**src/rtl/acc_rr_scheduler_pkg.sv**
```systemverilog
// rtl/acc_rr_scheduler_pkg.sv - shared types and arbitration helpers for acc_rr_scheduler
//
// Purpose: FSM state encoding, one-hot decode and round-robin pick used by the
// scheduler top. Helpers work on a MAX_REQ-wide vector; callers zero-extend.
package acc_rr_scheduler_pkg;

    localparam int MAX_REQ = 32;

    typedef enum logic [1:0] {
        ST_IDLE   = 2'd0,
        ST_LAUNCH = 2'd1,
        ST_WAIT   = 2'd2,
        ST_FINISH = 2'd3
    } sched_state_t;

    function automatic logic [MAX_REQ-1:0] onehot(input int sel);
        logic [MAX_REQ-1:0] v;
        v = {{(MAX_REQ-1){1'b0}}, 1'b1} << sel;
        return v;
    endfunction

    function automatic int lowest_set(input logic [MAX_REQ-1:0] v);
        int r;
        r = 0;
        for (int i = MAX_REQ - 1; i >= 0; i--) begin
            if (v[i]) begin
                r = i;
            end
        end
        return r;
    endfunction

    // Requests at or above ptr take priority; if none, wrap to the lowest set bit.
    function automatic int rr_pick(input logic [MAX_REQ-1:0] req, input int ptr);
        logic [MAX_REQ-1:0] mask;
        logic [MAX_REQ-1:0] masked;
        mask   = {MAX_REQ{1'b1}} << ptr;
        masked = req & mask;
        return (masked != '0) ? lowest_set(masked) : lowest_set(req);
    endfunction

endpackage

```
**src/rtl/acc_rr_scheduler_acc.sv**
```systemverilog
// rtl/acc_rr_scheduler_acc.sv - serial saturating fixed-point accumulator
//
// Purpose: on VALID_IN, sums NUM_INPUTS operands (plus EXT_VALUE_IN when
// HAS_EXT_BIAS) one per cycle, saturating at the WIDTH-bit two's complement
// range with a sticky OVERFLOW. Operands share FRAC_BITS so no alignment is needed.
// Ports:
//   CLK, RSTN     clock, synchronous active-low reset
//   VALID_IN      start pulse; restarts any operation in progress
//   VALUES_IN     operand vector, operand i at slice i (sampled serially)
//   EXT_VALUE_IN  bias operand, added last when HAS_EXT_BIAS
//   VALID_OUT     one-cycle pulse when VALUE_OUT/OVERFLOW are final
//   VALUE_OUT     accumulated value
//   OVERFLOW      sticky saturation flag of this operation
module acc_rr_scheduler_acc #(
    parameter int WIDTH        = 8,
    parameter int FRAC_BITS    = 3,
    parameter int NUM_INPUTS   = 16,
    parameter bit HAS_EXT_BIAS = 1'b0
) (
    input  logic                          CLK,
    input  logic                          RSTN,
    input  logic                          VALID_IN,
    input  logic [NUM_INPUTS*WIDTH-1:0]   VALUES_IN,
    input  logic [WIDTH-1:0]              EXT_VALUE_IN,
    output logic                          VALID_OUT,
    output logic [WIDTH-1:0]              VALUE_OUT,
    output logic                          OVERFLOW
);

    localparam int NUM_OPS = NUM_INPUTS + (HAS_EXT_BIAS ? 1 : 0);
    localparam int IDX_W   = $clog2(NUM_OPS + 1);

    if (FRAC_BITS >= WIDTH) begin : g_bad_frac_bits
        $error("FRAC_BITS must be less than WIDTH");
    end

    logic             busy_q;
    logic [IDX_W-1:0] idx_q;
    logic [WIDTH-1:0] acc_q;
    logic             ovf_q;
    logic             valid_q;

    logic [WIDTH-1:0] op;
    logic [WIDTH:0]   sum;
    logic             sum_ovf;
    logic [WIDTH-1:0] sum_sat;

    always_comb begin
        op = EXT_VALUE_IN;
        if (int'(idx_q) < NUM_INPUTS) begin
            op = VALUES_IN[int'(idx_q)*WIDTH +: WIDTH];
        end
        sum     = {acc_q[WIDTH-1], acc_q} + {op[WIDTH-1], op};
        sum_ovf = sum[WIDTH] ^ sum[WIDTH-1];
        sum_sat = sum[WIDTH-1:0];
        if (sum_ovf) begin
            sum_sat = sum[WIDTH] ? {1'b1, {(WIDTH-1){1'b0}}} : {1'b0, {(WIDTH-1){1'b1}}};
        end
    end

    always_ff @(posedge CLK) begin
        if (!RSTN) begin
            busy_q  <= 1'b0;
            idx_q   <= '0;
            acc_q   <= '0;
            ovf_q   <= 1'b0;
            valid_q <= 1'b0;
        end else begin
            valid_q <= 1'b0;
            if (VALID_IN) begin
                busy_q <= 1'b1;
                idx_q  <= '0;
                acc_q  <= '0;
                ovf_q  <= 1'b0;
            end else if (busy_q) begin
                acc_q <= sum_sat;
                ovf_q <= ovf_q | sum_ovf;
                if (idx_q == IDX_W'(NUM_OPS - 1)) begin
                    busy_q  <= 1'b0;
                    valid_q <= 1'b1;
                end else begin
                    idx_q <= idx_q + 1'b1;
                end
            end
        end
    end

    assign VALID_OUT = valid_q;
    assign VALUE_OUT = acc_q;
    assign OVERFLOW  = ovf_q;

endmodule

```
**src/rtl/acc_rr_scheduler.sv**
```systemverilog
// rtl/acc_rr_scheduler.sv - round-robin scheduler sharing one accumulator between requesters
//
// Purpose: arbitrates REQ_IN round-robin, muxes the winner's operands into the
// accumulator, waits for its result under a watchdog and reports back.
// Ports:
//   CLK, RSTN      clock, synchronous active-low reset (also resets accumulator)
//   REQ_IN         per-requester request level
//   REQ_VALUES_IN  operand vectors, requester i at slice i
//   REQ_BIAS_IN    bias per requester (used only when HAS_EXT_BIAS)
//   GRANT_OUT      one-hot grant, zero when idle
//   DONE_OUT       one-cycle success pulse to the granted requester
//   ERROR_OUT      one-cycle pulse on watchdog expiry
//   RESULT_OUT     last captured result, held
//   OVERFLOW_OUT   overflow of last captured result, held
//   BUSY_OUT       high whenever not idle
module acc_rr_scheduler
    import acc_rr_scheduler_pkg::*;
#(
    parameter int WIDTH        = 8,
    parameter int FRAC_BITS    = 3,
    parameter int NUM_INPUTS   = 16,
    parameter bit HAS_EXT_BIAS = 1'b0,
    parameter int NUM_REQ      = 4,
    parameter int TIMEOUT      = 64
) (
    input  logic                                CLK,
    input  logic                                RSTN,
    input  logic [NUM_REQ-1:0]                  REQ_IN,
    input  logic [NUM_REQ*NUM_INPUTS*WIDTH-1:0] REQ_VALUES_IN,
    input  logic [NUM_REQ*WIDTH-1:0]            REQ_BIAS_IN,
    output logic [NUM_REQ-1:0]                  GRANT_OUT,
    output logic [NUM_REQ-1:0]                  DONE_OUT,
    output logic                                ERROR_OUT,
    output logic [WIDTH-1:0]                    RESULT_OUT,
    output logic                                OVERFLOW_OUT,
    output logic                                BUSY_OUT
);

    localparam int SEL_W = $clog2(NUM_REQ);
    localparam int CNT_W = $clog2(TIMEOUT + 1);
    localparam int VEC_W = NUM_INPUTS * WIDTH;

    sched_state_t     state_q, state_d;
    logic [SEL_W-1:0] sel_q, sel_d;
    logic [SEL_W-1:0] ptr_q, ptr_d;
    logic             ok_q, ok_d;
    logic [CNT_W-1:0] wd_q, wd_d;
    logic [WIDTH-1:0] result_q, result_d;
    logic             ovf_q, ovf_d;

    logic               acc_valid_in;
    logic [VEC_W-1:0]   acc_values;
    logic [WIDTH-1:0]   acc_bias;
    logic               acc_valid_out;
    logic [WIDTH-1:0]   acc_value;
    logic               acc_ovf;
    logic [NUM_REQ-1:0] sel_onehot;

    assign sel_onehot = NUM_REQ'(onehot(int'(sel_q)));

    always_comb begin
        state_d      = state_q;
        sel_d        = sel_q;
        ptr_d        = ptr_q;
        ok_d         = ok_q;
        wd_d         = wd_q;
        result_d     = result_q;
        ovf_d        = ovf_q;
        acc_valid_in = 1'b0;
        DONE_OUT     = '0;
        ERROR_OUT    = 1'b0;

        case (state_q)
            ST_IDLE: begin
                if (|REQ_IN) begin
                    sel_d   = SEL_W'(rr_pick(MAX_REQ'(REQ_IN), int'(ptr_q)));
                    state_d = ST_LAUNCH;
                end
            end
            ST_LAUNCH: begin
                acc_valid_in = 1'b1;
                wd_d         = '0;
                state_d      = ST_WAIT;
            end
            ST_WAIT: begin
                // A result arriving on the expiry cycle still counts as success.
                if (acc_valid_out) begin
                    result_d = acc_value;
                    ovf_d    = acc_ovf;
                    ok_d     = 1'b1;
                    state_d  = ST_FINISH;
                end else if (wd_q == CNT_W'(TIMEOUT - 1)) begin
                    ok_d    = 1'b0;
                    state_d = ST_FINISH;
                end else begin
                    wd_d = wd_q + 1'b1;
                end
            end
            ST_FINISH: begin
                if (ok_q) begin
                    DONE_OUT = sel_onehot;
                end else begin
                    ERROR_OUT = 1'b1;
                end
                ptr_d   = (sel_q == SEL_W'(NUM_REQ - 1)) ? '0 : sel_q + 1'b1;
                state_d = ST_IDLE;
            end
            default: state_d = ST_IDLE;
        endcase
    end

    always_ff @(posedge CLK) begin
        if (!RSTN) begin
            state_q  <= ST_IDLE;
            sel_q    <= '0;
            ptr_q    <= '0;
            ok_q     <= 1'b0;
            wd_q     <= '0;
            result_q <= '0;
            ovf_q    <= 1'b0;
        end else begin
            state_q  <= state_d;
            sel_q    <= sel_d;
            ptr_q    <= ptr_d;
            ok_q     <= ok_d;
            wd_q     <= wd_d;
            result_q <= result_d;
            ovf_q    <= ovf_d;
        end
    end

    // Operands stay routed for the whole operation since the accumulator reads them serially.
    always_comb begin
        acc_values = '0;
        acc_bias   = '0;
        if (state_q != ST_IDLE) begin
            acc_values = REQ_VALUES_IN[int'(sel_q)*VEC_W +: VEC_W];
            acc_bias   = REQ_BIAS_IN[int'(sel_q)*WIDTH +: WIDTH];
        end
    end

    acc_rr_scheduler_acc #(
        .WIDTH        (WIDTH),
        .FRAC_BITS    (FRAC_BITS),
        .NUM_INPUTS   (NUM_INPUTS),
        .HAS_EXT_BIAS (HAS_EXT_BIAS)
    ) u_acc (
        .CLK          (CLK),
        .RSTN         (RSTN),
        .VALID_IN     (acc_valid_in),
        .VALUES_IN    (acc_values),
        .EXT_VALUE_IN (acc_bias),
        .VALID_OUT    (acc_valid_out),
        .VALUE_OUT    (acc_value),
        .OVERFLOW     (acc_ovf)
    );

    assign GRANT_OUT    = (state_q != ST_IDLE) ? sel_onehot : '0;
    assign BUSY_OUT     = (state_q != ST_IDLE);
    assign RESULT_OUT   = result_q;
    assign OVERFLOW_OUT = ovf_q;

endmodule

```
**config.mk**
```make
export PLATFORM = sky130hd
export DESIGN_NAME = acc_rr_scheduler
export DESIGN_NICKNAME = d
export VERILOG_FILES = /design/src/rtl/acc_rr_scheduler_pkg.sv /design/src/rtl/acc_rr_scheduler_acc.sv /design/src/rtl/acc_rr_scheduler.sv
export SDC_FILE = /design/constraint.sdc
export NUM_CORES = 1
export LEC_CHECK = 0
export CAP_MARGIN = 30
export CORE_AREA = 2 2 222 224
export DETAILED_ROUTE_END_ITERATION = 12
export DIE_AREA = 0 0 224 226
export GPL_TIMING_DRIVEN = 0
export PLACE_DENSITY = 0.52
export SETUP_SLACK_MARGIN = 0.2
export SYNTH_ARGS = -nofsm -noshare
export SYNTH_HDL_FRONTEND = slang
export SYNTH_SLANG_ARGS = --single-unit
```
**constraint.sdc**
```tcl
create_clock -name CLK -period 7.3 [get_ports CLK]
set_input_delay 1.095 -clock CLK [delete_from_list [all_inputs] [get_ports CLK]]
set_output_delay 1.095 -clock CLK [all_outputs]
set_load 0.01 [all_outputs]
```
==> results.txt <==
Leakage Power: 4.44 nW
post-synth net total: 1221
Rel. slew slack: 0.339
CTS resizes: 0
hold-fix buffers at CTS: 0
clock slew at reported path FFs: 0.06 ns
Util after Layout: 0.277
Power Total: 2.23 mW
Crit Path Category: reg -> reg
WL per Instance: 29.1 um
required time of the critical path: 7.46 ns
Synth Flop Type: dfxtp_1
RSZ-0062 raised after global routing: false
Core ar.: 48300 um^2
fin. max-slew vios: 0
FILL cells: 5010
CP Capture Type: flop
post-synthesis sequential area ratio: 0.117
RePlAce Congestion: 0.898
xor and xnor fraction of the mapped netlist area: 0.0171
worst hold start: RESULT_OUT[5]$_SDFFE_PN0P_
most common cell in the netlist: mux4_2
Initial DRT Pass Iterations: 4
Die Y: 226 um
crit path launch type: flop
Rows: 81
Synth Area in Compound Gates: 0.158
Least-Margin Pin Slew: 0.991 ns
commonest cells in the netlist: mux4_2 (117), nand2_1 (59), mux2i_1 (48), nor2_1 (43), dfxtp_1 (39)
grt ovf: 0
Tot GR Track Use: 0.204
postcts setup bufs: 0
vias in the first global route: 8909
CTS tree: built
CTS Buf Count: 5
total vias in the final route: 8532
mux share of post-synthesis cell area: 0.486
synthesized instance count: 650
clk_lat worst skew: 0.29 ns
Synth cell types: 54
IO Port Bufs: 568
Synth Area in Simple Gates: 0.122
# Max-Cap Violations: 0
r2r startpoint: u_acc.idx_q[0]$_SDFFE_PP0P_
die area: 50600 um^2
I/O pins: 569
Worst Clk Skew: 0.00692 ns
Routed WL: 54200 um
min Tclk post-route: 5.65 ns
status: finished clean
Starting Density: 0.138
setup_tns: 0 ns
Root Buffer: clkbuf_16
Yosys top cell area share: 0.396
FF/Latch Area: 781 um^2
CP max FO: 10
largest family of logic cells by synthesized area: multiplexers
Post-Syn Area: 6660 um^2
first-pass GRT wire length: 71100 um
Synth area leaders: mux4_2 (40%), dfxtp_1 (12%), mux2i_1 (7.2%)
final net count: 1801
cell taking the most area after synthesis: mux4_2
Die Wd: 224 um
synthesis-to-layout area growth: 101%
Hold Fails Final Rpt: 0
Worst VDD drop: 0.105 mV
layout cells sized above 1: 0.136
fraction of registers with async set/reset: 0
Via density: 4.58
area of the multi-input gates: 5530 um^2
Routed Antenna Nets: 0
Yosys Warn Count: 0
crit path DAT: 5.81 ns
Final Cycle Share: 0.774
largest buffer count on any clock path: 2
Fmax: 177 MHz
final setup fails: 0
Worst Hold Class: reg -> reg
Post-synth EDFFs: 0
number of DRC markers in iteration 0: 516
#FFs+latches synth: 39
Synth Area in Adders: 0.0466
pin count of the biggest net entering global routing: 14
H-Tree Depth: 2
HPWL Detailed: 47700 um
syn_area_per_cell: 10.2 um^2
pwr dens: 166 nW/um^2
critical path launch point: u_acc.idx_q[0]$_SDFFE_PP0P_
DR DRC count: 0
initial antenna violation count: 17
CTS sink cnt: 39
[power by group]
part           switching [mW]  total [mW]  internal [mW]  leakage [nW]
Combinational           0.874        1.70          0.823          4.04
Sequential             0.0311       0.276          0.245         0.316
Clock                  0.0945       0.256          0.161        0.0838
Total                   0.999        2.23           1.23          4.44
[worst paths after layout]
kind	to	slack [ns]	cells past startpoint
setup / recovery	u_acc.VALUE_OUT[2]$_SDFFE_PP0P_	1.65	15
hold / removal	RESULT_OUT[5]$_SDFFE_PN0P_	0.46	2
setup reg to reg	u_acc.VALUE_OUT[2]$_SDFFE_PP0P_	1.65	15
hold reg to reg	RESULT_OUT[5]$_SDFFE_PN0P_	0.46	2
[stage by stage]
step | hold slack (ns) | instances | instance area [um^2] | setup WS [ns]
after floorplan | 0.425 | 650 | 6660 | 3.25
after global placement | 0.448 | 1840 | 13100 | 1.61
after detailed placement | 0.454 | 1845 | 13200 | 1.70
after CTS | 0.462 | 1853 | 13400 | 1.66
after global routing | 0.480 | 1857 | 13400 | 1.40
final | 0.458 | 1861 | 13400 | 1.65
[routing by layer]
metal / wire length [um] / global-route usage / vias to the layer above / part of all wire
li1: - / - / 3809 / -
met1: 21900 / 0.250 / 4284 / 0.40
met2: 28000 / 0.367 / 379 / 0.52
met3: 3650 / 0.0507 / 44 / 0.067
met4: 552 / 0.0275 / 16 / 0.010
met5: 103 / 0 / - / 0.0019
[registers in the layout (all words and copies together) (netlist names)]
register,flops
OVERFLOW_OUT,1
RESULT_OUT,8
ok_q,1
ptr_q,2
sel_q,2
state_q,2
u_acc.OVERFLOW,1
u_acc.VALID_OUT,1
u_acc.VALUE_OUT,8
u_acc.busy_q,1
u_acc.idx_q,5
wd_q,7
[placed cells by master, fill, tap and decap left out, drive strengths merged, types with 5 or more instances in the layout]
| cell type | instances |
|---|---|
| clkdlybuf4s50 | 568 |
| mux4 | 119 |
| nand2 | 59 |
| mux2i | 48 |
| nor2 | 43 |
| dfxtp | 39 |
| a21oi | 37 |
| buf | 37 |
| a22oi | 35 |
| o21ai | 33 |
| clkbuf | 29 |
| nor2b | 22 |
| ha | 20 |
| nand3 | 12 |
| a31oi | 12 |
| and3 | 10 |
| xor2 | 9 |
| diode | 8 |
| inv | 8 |
| nor3 | 8 |
| a211oi | 7 |
| a221oi | 7 |
| mux2 | 6 |
| o21a | 6 |
| o31ai | 5 |
[final cells by class]
class,count,share of cell area
Clock buffer,5,0.00934
Inverter,9,0.00252
Sequential cell,39,0.0583
Buffer,56,0.0238
Multi-Input combinational cell,546,0.412
Clock inverter,3,0.00327
Antenna cell,8,0.00149
Tap cell,622,0.0581
Timing Repair Buffer,573,0.431
[cells by family after synthesis]
family          after synthesis
flops                        39
simple gates                173
xor+xnor                     13
compound gates              162
buf+inv                      65
fa+ha+maj                    25
mux                         173
[critical path, cell delays in order (launching register included)]
cell and delay, ns:
dfxtp_1 0.34, clkbuf_1 0.65, buf_2 0.45, nor2_1 0.18
a221oi_1 0.76, nand2_1 0.10, a21oi_1 0.38, nor3_1 0.12
o31ai_1 0.72, ha_1 0.38, a211oi_1 0.35, o21ai_0 0.16
o211ai_1 0.18, xor2_1 0.41, maj3_1 0.25, a21oi_1 0.07
Note: power is estimated with default switching activity, not from simulation.
